<file path="src/rtl/integrate_dump_iq_if.sv">
// Sample/dump bus for the integrate-and-dump accumulator.
// The master drives the samples, slave is the accumulator.
interface integrate_dump_iq_if #(
  parameter int unsigned NCH   = 3,
  parameter int unsigned IN_W  = 16,
  parameter int unsigned ACC_W = 32,
  parameter int unsigned CNT_W = 16
) ();
  logic                   in_valid;
  logic [NCH*IN_W-1:0]    in_i;
  logic [NCH*IN_W-1:0]    in_q;
  logic [CNT_W-1:0]       period_len;
  logic                   sync;
  logic                   out_valid;
  logic                   out_ready;
  logic [NCH*ACC_W-1:0]   out_i;
  logic [NCH*ACC_W-1:0]   out_q;
  logic [CNT_W-1:0]       out_cnt;
  logic                   overrun;
  logic                   clr_ovr;

  modport master (
    output in_valid, in_i, in_q, period_len, sync, out_ready, clr_ovr,
    input  out_valid, out_i, out_q, out_cnt, overrun
  );

  modport slave (
    input  in_valid, in_i, in_q, period_len, sync, out_ready, clr_ovr,
    output out_valid, out_i, out_q, out_cnt, overrun
  );
endinterface

</file>
<file path="src/rtl/integrate_dump_iq.sv">
// Multi-channel I/Q integrate-and-dump with epoch sync, held dump register and overrun flag.
// Define SAT_EN for saturating (sticky-at-rail) accumulation; default build wraps.
module integrate_dump_iq #(
  parameter int unsigned NCH   = 3,
  parameter int unsigned IN_W  = 16,
  parameter int unsigned ACC_W = 32,
  parameter int unsigned CNT_W = 16
) (
  input logic                clk,
  input logic                rst,
  integrate_dump_iq_if.slave bus_io
);
  // Lanes 0..NCH-1 are the I accumulators, NCH..2*NCH-1 the Q accumulators.
  localparam int unsigned NL = 2 * NCH;

  logic [IN_W-1:0]  samp   [NL];
  logic [ACC_W-1:0] base   [NL];
  logic [ACC_W-1:0] sum    [NL];
  logic [ACC_W-1:0] acc_q  [NL];
  logic [ACC_W-1:0] acc_d  [NL];
  logic [ACC_W-1:0] dump_q [NL];
  logic [ACC_W-1:0] dump_d [NL];

  logic [CNT_W-1:0] cnt_q, cnt_d, cnt_base;
  logic [CNT_W-1:0] per_q, per_d, per_map, eff;
  logic [CNT_W-1:0] out_cnt_q, out_cnt_d;
  logic             out_valid_q, out_valid_d;
  logic             overrun_q, overrun_d;
  logic             last;

`ifdef SAT_EN
  logic [NL-1:0]    sat_q, sat_d;
  logic [ACC_W-1:0] raw [NL];
  logic [NL-1:0]    ovf;
`endif

  for (genvar k = 0; k < NCH; k++) begin : g_lane
    assign samp[k]       = bus_io.in_i[k*IN_W +: IN_W];
    assign samp[NCH + k] = bus_io.in_q[k*IN_W +: IN_W];
    assign bus_io.out_i[k*ACC_W +: ACC_W] = dump_q[k];
    assign bus_io.out_q[k*ACC_W +: ACC_W] = dump_q[NCH + k];
  end

  assign bus_io.out_valid = out_valid_q;
  assign bus_io.out_cnt   = out_cnt_q;
  assign bus_io.overrun   = overrun_q;

  always_comb begin
    // Sync makes this cycle behave as the first sample slot of a fresh period.
    cnt_base = bus_io.sync ? '0 : cnt_q;
    per_map  = (bus_io.period_len == '0) ? CNT_W'(1) : bus_io.period_len;
    eff      = (cnt_base == '0) ? per_map : per_q;
    last     = bus_io.in_valid && (cnt_base == eff - CNT_W'(1));

    per_d = (bus_io.in_valid && cnt_base == '0) ? per_map : per_q;
    cnt_d = cnt_base;
    if (bus_io.in_valid) cnt_d = last ? '0 : cnt_base + CNT_W'(1);

`ifdef SAT_EN
    sat_d = '0;
`endif
    for (int l = 0; l < NL; l++) begin
      base[l] = bus_io.sync ? '0 : acc_q[l];
`ifdef SAT_EN
      raw[l] = base[l] + {{(ACC_W-IN_W){samp[l][IN_W-1]}}, samp[l]};
      ovf[l] = (base[l][ACC_W-1] == samp[l][IN_W-1]) && (raw[l][ACC_W-1] != base[l][ACC_W-1]);
      if (!bus_io.sync && sat_q[l]) begin
        sum[l] = base[l];
      end else if (ovf[l]) begin
        sum[l] = base[l][ACC_W-1] ? {1'b1, {(ACC_W-1){1'b0}}} : {1'b0, {(ACC_W-1){1'b1}}};
      end else begin
        sum[l] = raw[l];
      end
      if (bus_io.in_valid) begin
        sat_d[l] = !last && (ovf[l] || (!bus_io.sync && sat_q[l]));
      end else begin
        sat_d[l] = !bus_io.sync && sat_q[l];
      end
`else
      sum[l] = base[l] + {{(ACC_W-IN_W){samp[l][IN_W-1]}}, samp[l]};
`endif
      if (!bus_io.in_valid) acc_d[l] = base[l];
      else if (last)        acc_d[l] = '0;
      else                  acc_d[l] = sum[l];
      dump_d[l] = last ? sum[l] : dump_q[l];
    end

    out_cnt_d = last ? eff : out_cnt_q;
    if (last)                                   out_valid_d = 1'b1;
    else if (out_valid_q && bus_io.out_ready)   out_valid_d = 1'b0;
    else                                        out_valid_d = out_valid_q;

    // A dump landing on an unaccepted result overwrites it; set beats clear.
    if (last && out_valid_q && !bus_io.out_ready) overrun_d = 1'b1;
    else if (bus_io.clr_ovr)                      overrun_d = 1'b0;
    else                                          overrun_d = overrun_q;
  end

  always_ff @(posedge clk or posedge rst) begin
    if (rst) begin
      for (int l = 0; l < NL; l++) begin
        acc_q[l]  <= '0;
        dump_q[l] <= '0;
      end
      cnt_q       <= '0;
      per_q       <= '0;
      out_cnt_q   <= '0;
      out_valid_q <= 1'b0;
      overrun_q   <= 1'b0;
`ifdef SAT_EN
      sat_q       <= '0;
`endif
    end else begin
      for (int l = 0; l < NL; l++) begin
        acc_q[l]  <= acc_d[l];
        dump_q[l] <= dump_d[l];
      end
      cnt_q       <= cnt_d;
      per_q       <= per_d;
      out_cnt_q   <= out_cnt_d;
      out_valid_q <= out_valid_d;
      overrun_q   <= overrun_d;
`ifdef SAT_EN
      sat_q       <= sat_d;
`endif
    end
  end
endmodule

</file>
<file path="src/flat_wrapper.sv">
// flat-port wrapper written by rule: the top's interface ports become plain ports
module integrate_dump_iq_flat 
#(
  parameter int unsigned NCH   = 3,
  parameter int unsigned IN_W  = 16,
  parameter int unsigned ACC_W = 32,
  parameter int unsigned CNT_W = 16
)
  (clk, rst, bus_io_in_valid, bus_io_in_i, bus_io_in_q, bus_io_period_len, bus_io_sync, bus_io_out_ready, bus_io_clr_ovr, bus_io_out_valid, bus_io_out_i, bus_io_out_q, bus_io_out_cnt, bus_io_overrun);
  integrate_dump_iq_if #(.NCH(NCH), .IN_W(IN_W), .ACC_W(ACC_W), .CNT_W(CNT_W)) bus_io_i ();
  input logic clk;
  input logic rst;
  input wire logic [$bits(bus_io_i.in_valid)-1:0] bus_io_in_valid;
  input wire logic [$bits(bus_io_i.in_i)-1:0] bus_io_in_i;
  input wire logic [$bits(bus_io_i.in_q)-1:0] bus_io_in_q;
  input wire logic [$bits(bus_io_i.period_len)-1:0] bus_io_period_len;
  input wire logic [$bits(bus_io_i.sync)-1:0] bus_io_sync;
  input wire logic [$bits(bus_io_i.out_ready)-1:0] bus_io_out_ready;
  input wire logic [$bits(bus_io_i.clr_ovr)-1:0] bus_io_clr_ovr;
  output wire logic [$bits(bus_io_i.out_valid)-1:0] bus_io_out_valid;
  output wire logic [$bits(bus_io_i.out_i)-1:0] bus_io_out_i;
  output wire logic [$bits(bus_io_i.out_q)-1:0] bus_io_out_q;
  output wire logic [$bits(bus_io_i.out_cnt)-1:0] bus_io_out_cnt;
  output wire logic [$bits(bus_io_i.overrun)-1:0] bus_io_overrun;
  assign bus_io_i.in_valid = bus_io_in_valid;
  assign bus_io_i.in_i = bus_io_in_i;
  assign bus_io_i.in_q = bus_io_in_q;
  assign bus_io_i.period_len = bus_io_period_len;
  assign bus_io_i.sync = bus_io_sync;
  assign bus_io_i.out_ready = bus_io_out_ready;
  assign bus_io_i.clr_ovr = bus_io_clr_ovr;
  assign bus_io_out_valid = bus_io_i.out_valid;
  assign bus_io_out_i = bus_io_i.out_i;
  assign bus_io_out_q = bus_io_i.out_q;
  assign bus_io_out_cnt = bus_io_i.out_cnt;
  assign bus_io_overrun = bus_io_i.overrun;
  integrate_dump_iq #(.NCH(NCH), .IN_W(IN_W), .ACC_W(ACC_W), .CNT_W(CNT_W)) u_core (.clk(clk), .rst(rst), .bus_io(bus_io_i));
endmodule
</file>
<file path="config.mk">
export PLATFORM = sky130hd
export DESIGN_NAME = integrate_dump_iq_flat
export DESIGN_NICKNAME = d
export VERILOG_FILES = /design/src/rtl/integrate_dump_iq_if.sv /design/src/rtl/integrate_dump_iq.sv /design/src/flat_wrapper.sv
export SDC_FILE = /design/constraint.sdc
export NUM_CORES = 1
export LEC_CHECK = 0
export BUFFER_PORTS_ARGS = -buffer_cell sky130_fd_sc_hd__buf_2
export CORE_UTILIZATION = 30
export DETAILED_ROUTE_END_ITERATION = 10
export GPL_TIMING_DRIVEN = 1
export PLACE_DENSITY = 0.55
export SLEW_MARGIN = 20
export SYNTH_ARGS = -nofsm -noshare
export SYNTH_HDL_FRONTEND = slang
export SYNTH_SLANG_ARGS = --single-unit
export TNS_END_PERCENT = 5
</file>
<file path="constraint.sdc">
create_clock -name clk -period 17.6 [get_ports clk]
set_input_delay 3.52 -clock clk [delete_from_list [all_inputs] [get_ports clk]]
set_output_delay 3.52 -clock clk [all_outputs]
set_load 0.1 [all_outputs]
</file>
==> results of run 1 <==
## registers in the layout, summed over array words and instances, names as in the netlist
register                 cells
u_core.per_q                16
u_core.bus_io.out_cnt       16
u_core.acc_q               192
u_core.bus_io.overrun        1
u_core.bus_io.out_q         96
u_core.bus_io.out_valid      1
u_core.cnt_q                16
u_core.bus_io.out_i         96
## routing by layer
metal / part of all wire / GRT usage
met1: 0.48 / 0.228
met2: 0.44 / 0.256
met3: 0.059 / 0.0396
met4: 0.023 / 0.0466
met5: 0.00023 / 0
## report_power, final
part | total, uW | switching, uW | internal, uW
clock network | 1260 | 476 | 786
logic | 914 | 521 | 393
registers | 1130 | 28.3 | 1100
## critical path: cells and delay by family
kind	cells	cell delay, ns
multiplexers	2	0.79
XOR/XNOR	1	0.13
AND/OR/NAND/NOR	4	1.02
buffers and inverters	6	2.93
AO/OA/AOI/OAI	2	0.54
adder cells (fa/ha/maj)	2	0.43
## kinds of logic after synthesis
family          after synthesis  synth area share
compound gates              787             0.187
buf+inv                     199            0.0330
flops                       434             0.389
mux                         146            0.0702
fa+ha+maj                   195            0.0890
xor+xnor                    203            0.0637
simple gates                882             0.169
## path summary, 6_finish.rpt
path / cells after the start / startpoint / endpoint
max: 17 / bus_io_sync / u_core.bus_io.out_q[39]
min: 2 / u_core.bus_io.out_q[64] / u_core.bus_io.out_q[64]
max in group asynchronous: 5 / rst / u_core.acc_q[90]
min reg2reg: 2 / u_core.bus_io.out_q[64] / u_core.bus_io.out_q[64]
max reg2reg: 15 / u_core.cnt_q[0] / u_core.bus_io.out_q[39]
min in group asynchronous: 2 / rst / u_core.bus_io.out_cnt[10]
## synth_stat cells, types with 6 or more instances
master / count
and3_1: 127
nand3_1: 49
o211ai_1: 15
xnor2_1: 125
o21ai_0: 89
a211oi_1: 17
a2111oi_0: 6
nor2_1: 114
nor3_1: 35
a31oi_1: 19
a31o_2: 8
mux2_1: 21
a22o_1: 13
a211o_1: 8
nand2_1: 214
o22ai_1: 7
or2_2: 7
nor4_1: 12
or3_1: 14
dfrtp_1: 434
clkbuf_1: 83
fa_1: 6
o31ai_1: 23
mux2_2: 18
ha_1: 189
a221oi_1: 6
and2_1: 11
mux2i_1: 17
buf_6: 18
a21o_1: 202
o2bb2ai_1: 39
mux2_4: 90
o21ai_1: 92
a21oi_1: 153
o21a_1: 25
nand4_1: 16
xor2_1: 78
inv_1: 68
buf_2: 29
o21bai_1: 22
nand2b_1: 37
nor2b_1: 211
## layout make-up
type / instances / area [sq um]
timing repair buffer: 348 / 1830
tap: 1243 / 1560
fill: 9512 / 59200
inverter: 68 / 270
clock buffer: 76 / 1620
sequential: 434 / 10900
clock inverter: 27 / 410
multi-input combinational: 2213 / 16200
antenna: 1 / 2.50
## metrics by stage
step,area [sq um],setup WS [ns],hold slack [ns],util,std cells
finish,32700,8.51,0.474,0.356,4410
detailed placement,30700,7.79,0.466,0.334,4306
CTS,32700,8.47,0.480,0.356,4409
global route,32700,8.02,0.498,0.356,4409
global placement,30700,7.92,0.451,0.334,4306
floorplan,27900,1.99,0.473,-,2846
==> impl_metrics.csv, run 1 <==
group,metric,value,unit
status,status,"finished, final reports clean",
floorplanning,dieArea,94300,sq um
logic_synthesis,synth_cells,2846,
global_route,grtUsageTotal,0.166,
timing,min_period_over_period,0.517,
critical_path,crit_required,18.11,ns
logic_synthesis,netlist_top_cells_area,"dfrtp_1 (39%), ha_1 (8.5%), a21o_1 (5.4%), mux2_4 (4.8%), nor2b_1 (4.7%)",
timing,period_needed,9.09,ns
place,dp_hpwl,54200,um
routing,wl_per_cell,17.8,um
timing,grt_setup_unrepaired,"no",
routing,num_vias,21800,
critical_path,startpoint_type,"primary input",
routing,firstDrtPassIters,5,
timing,hold_violations,0,
routing,drt-total-wl,78700,um
power_and_ir_drop,p_leak,0.0171,uW
critical_path,worstSetupEndpointType,"register",
timing,slew_headroom,0.254,
final_layout,nets,3433,
run,max_cap_viol_count,0,
global_route,grt_pass1_wl,125000,um
clocking,clk_pin_slew_worst_paths,0.06,ns
logic_synthesis,yosysSeqAreaShare,0.389,
logic_synthesis,synth.ff_latch_count,434,
floorplanning,die_y,307,um
floorplanning,initial_core_util,0.304,
power_and_ir_drop,vdd_drop_max,0.0000747,V
worst_hold_path,hp-class,"reg2reg",
routing,postRouteAntennaNets,0,
logic_synthesis,async_reset_ff_frac,1.00,
global_route,overflow,0,
timing,clock_skew,0.0297,ns
logic_synthesis,synth_area_leader_cell,"dfrtp_1",
clocking,post_cts_buffers,0,
logic_synthesis,syn-num-nets,3159,
critical_path,max_stage_delay,0.79,ns
critical_path,r2r_setup_slack,11.91,ns
routing,drcViolationCount,0,
floorplanning,row_count,111,
timing,slew_violations,0,
clocking,cts_made_buffers,55,
clocking,cts-root-buf,"clkbuf_16",
logic_synthesis,synth_edf_count,0,
critical_path,worst-path-max-fanout,195,
clocking,numClockSinks,434,
critical_path,crit_chain,"clkbuf_8 -> buf_12 -> nand2b_1 -> ha_1 -> nor4b_2 -> a41oi_4 -> buf_4 -> mux2_2 -> ha_1 -> inv_1 -> nor2_1 -> xnor2_1 -> a31oi_1 -> nand4bb_4 -> buf_12 -> buf_4 -> mux2_1",
logic_synthesis,ys.warnings.count,0,
floorplanning,io_pins,328,
floorplanning,die_x,307,um
global_route,grt_pass1_vias,21700,
timing,clock.fmax,0.110,GHz
routing,vias_per_cell,4.93,
logic_synthesis,ys.flop_type,"dfrtp_1",
logic_synthesis,syn-cell-area,27900,sq um
critical_path,worstSetupPathType,"in2reg",
timing,tightest_slew,1.09,ns
clocking,cts_resized,0,
logic_synthesis,yosysTopAreaCellShare,0.389,
clocking,cts_hold_buf,0,
power_and_ir_drop,power_density,101,nW/um^2
place,io_buffer_count,327,
global_route,antenna_found_initial,3,
floorplanning,core_area,91900,sq um
critical_path,cp.arrival,9.60,ns
timing,tns,0,ns
clocking,clk_latency,0.64,ns
power_and_ir_drop,finalPower,3310,uW
routing,drt_iter0_drc,1070,
logic_synthesis,post_synth.cell_area_avg,9.81,sq um
logic_synthesis,synth_cell_type_count,77,
clocking,cts_buffer_depth,3,
final_layout,layout_commonest_cell,"dfrtp_1",
critical_path,slowest_stage,"buf_4",
clocking,cts_tree,"yes",
place,gp_congestion,0.854,
timing,setup_viol,0,
final_layout,syn_to_final_growth,17.1,%
clocking,htreeDepth,2,
final_layout,drive_above_1_share,0.184,
final_layout,layout_common_cells,"dfrtp_1 (434), buf_2 (325), nand2_1 (214)",
global_route,grt_max_degree,196,
No activity file was read; power rests on OpenSTA's default activity.
==> inputs of run 2 (changes only) <==
==> constraint.sdc (replaced) <==
create_clock -name clk -period 8.51 [get_ports clk]
set_input_delay 1.702 -clock clk [delete_from_list [all_inputs] [get_ports clk]]
set_output_delay 1.702 -clock clk [all_outputs]
set_load 0.1 [all_outputs]
==> impl_metrics.csv, run 2 (synthesis gave the netlist of run 1 again) <==
group,metric,value,unit
critical_path,r2r_end,"u_core.bus_io.out_q[21]",
global_route,antenna_found_initial,9,
critical_path,max_stage_delay,0.57,ns
place,io_buffer_count,327,
timing,clock.fmax,0.170,GHz
critical_path,startpoint_type,"primary input",
routing,wl_per_cell,17.6,um
timing,slew_headroom,0.312,
global_route,grtUsageTotal,0.163,
global_route,grt_pass1_vias,21400,
routing,num_vias,21500,
critical_path,r2r_setup_slack,3.81,ns
final_layout,layout_common_cells,"dfrtp_1 (434), buf_2 (325), nand2_1 (214)",
routing,drt-total-wl,77500,um
final_layout,largest_reg_flops,192,
status,status,"finished, final reports clean",
critical_path,worstSetupPathType,"in2reg",
floorplanning,dieArea,94300,sq um
critical_path,crit_chain,"clkbuf_8 -> nand2b_1 -> ha_1 -> nor4b_2 -> a41oi_4 -> mux2_2 -> ha_1 -> xnor2_1 -> a2111oi_0 -> nand4_1 -> nor4_2 -> nand4bb_4 -> buf_12 -> and3_1 -> a21o_1",
routing,firstDrtPassIters,5,
critical_path,worst-path-max-fanout,180,
timing,min_period_over_period,0.691,
clocking,clk_pin_slew_worst_paths,0.06,ns
clocking,cts-root-buf,"clkbuf_16",
clocking,cts_tree,"yes",
final_layout,diodes,0,
routing,drt_iter0_drc,1084,
global_route,grt_pass1_wl,123000,um
critical_path,worstSetupEndpointType,"register",
critical_path,r2r_cells,13,
floorplanning,core_area,91900,sq um
place,dp_hpwl,53500,um
critical_path,cp.arrival,6.39,ns
critical_path,slowest_stage,"a2111oi_0",
clocking,cts_buffer_depth,3,
run,max_cap_viol_count,0,
floorplanning,initial_core_util,0.304,
timing,setup_viol,0,
floorplanning,io_pins,328,
timing,tns,0,ns
clocking,post_cts_buffers,0,
timing,hold_violations,0,
clocking,cts_resized,0,
critical_path,r2r_start,"u_core.cnt_q[0]",
clocking,cts_made_buffers,55,
global_route,grt_max_degree,181,
routing,vias_per_cell,4.89,
clocking,numClockSinks,434,
final_layout,syn_to_final_growth,16.7,%
routing,drcViolationCount,0,
power_and_ir_drop,power_density,204,nW/um^2
timing,grt_setup_unrepaired,"no",
power_and_ir_drop,p_leak,0.0170,uW
clocking,clk_latency,0.64,ns
critical_path,crit_required,9.02,ns
final_layout,nets,3434,
clocking,htreeDepth,2,
floorplanning,row_count,111,
final_layout,largest_register,"u_core.acc_q",
final_layout,layout_commonest_cell,"dfrtp_1",
place,gp_congestion,0.851,
timing,slew_violations,0,
critical_path,startpoint,"bus_io_sync",
clocking,cts_hold_buf,0,
timing,tightest_slew,1.03,ns
floorplanning,die_y,307,um
final_layout,drive_above_1_share,0.183,
power_and_ir_drop,vdd_drop_max,0.000141,V
global_route,overflow,0,
timing,clock_skew,0.0276,ns
critical_path,cpMostUsedCell,"ha_1",
floorplanning,die_x,307,um
timing,period_needed,5.88,ns
critical_path,crit_path_end,"u_core.acc_q[86]",
routing,postRouteAntennaNets,0,
worst_hold_path,hp-class,"reg2reg",
timing,fin_hold_ws,0.458,ns
==> run 2: cell count changes in the layout (fill, tap and decap cells not counted), sizes merged <==
| cell | delta |
|---|---|
| diode | -1 |
| clkbuf | +3 |
| buf | +1 |
| clkinvlp | +1 |
| bufinv | -5 |
| clkinv | -1 |
==> run 2: per-stage QoR <==
stage	setup WS [ns]	area, sq um	util	std cells	power (uW)
finish	2.63	32600	0.355	4408	6650
floorplan	0.947	27900	-	2846	3840
CTS	2.62	32600	0.355	4408	6760
detailed placement	1.95	30700	0.334	4307	4260
global placement	1.99	30700	0.334	4307	4260
global route	2.30	32600	0.355	4408	7060
==> run 2: worst min-delay path by stage <==
stage / start / to / slack (ns) / cells after the start
after floorplan: u_core.per_q[0] / u_core.per_q[0] / 0.47 / 2
after global placement: u_core.bus_io.out_i[32] / u_core.bus_io.out_i[32] / 0.45 / 2
after detailed placement: u_core.bus_io.out_q[0] / u_core.bus_io.out_q[0] / 0.45 / 2
after CTS: u_core.bus_io.out_q[0] / u_core.bus_io.out_q[0] / 0.47 / 2
after global routing: u_core.bus_io.out_q[0] / u_core.bus_io.out_q[0] / 0.48 / 2
final: u_core.bus_io.out_q[0] / u_core.bus_io.out_q[0] / 0.46 / 2
==> run 2: worst max-delay path: cells and delay by family <==
family / cells / cell delay (ns)
adder cells (fa/ha/maj): 2 / 0.51
buffers and inverters: 2 / 0.75
multiplexers: 1 / 0.38
XOR/XNOR: 1 / 0.13
AND/OR/NAND/NOR: 6 / 1.73
AO/OA/AOI/OAI: 3 / 0.91
==> run 2: where the power goes <==
| part | total, uW | internal, uW | leakage, uW | switching [uW] |
|---|---|---|---|---|
| sequential | 2340 | 2280 | 0.00576 | 57.9 |
| combinational | 1890 | 816 | 0.0104 | 1070 |
| clock | 2420 | 1460 | 0.000914 | 964 |
| total | 6650 | 4560 | 0.0170 | 2090 |
==> run 2: area by class of cell <==
type,instances,area (sq um)
Tap cell,1243,1560
Multi-Input combinational cell,2213,16200
Clock inverter,22,264
Sequential cell,434,10900
Timing Repair Buffer,349,1890
Fill cell,9383,59300
Clock buffer,79,1610
Inverter,68,267
==> run 2: routing by layer <==
layer / track usage / vias to the layer above / wire (um)
met5: 0 / - / 87
met4: 0.0432 / 16 / 1550
met3: 0.0416 / 101 / 4680
met2: 0.254 / 347 / 34500
met1: 0.221 / 10300 / 36600
li1: - / 10800 / -
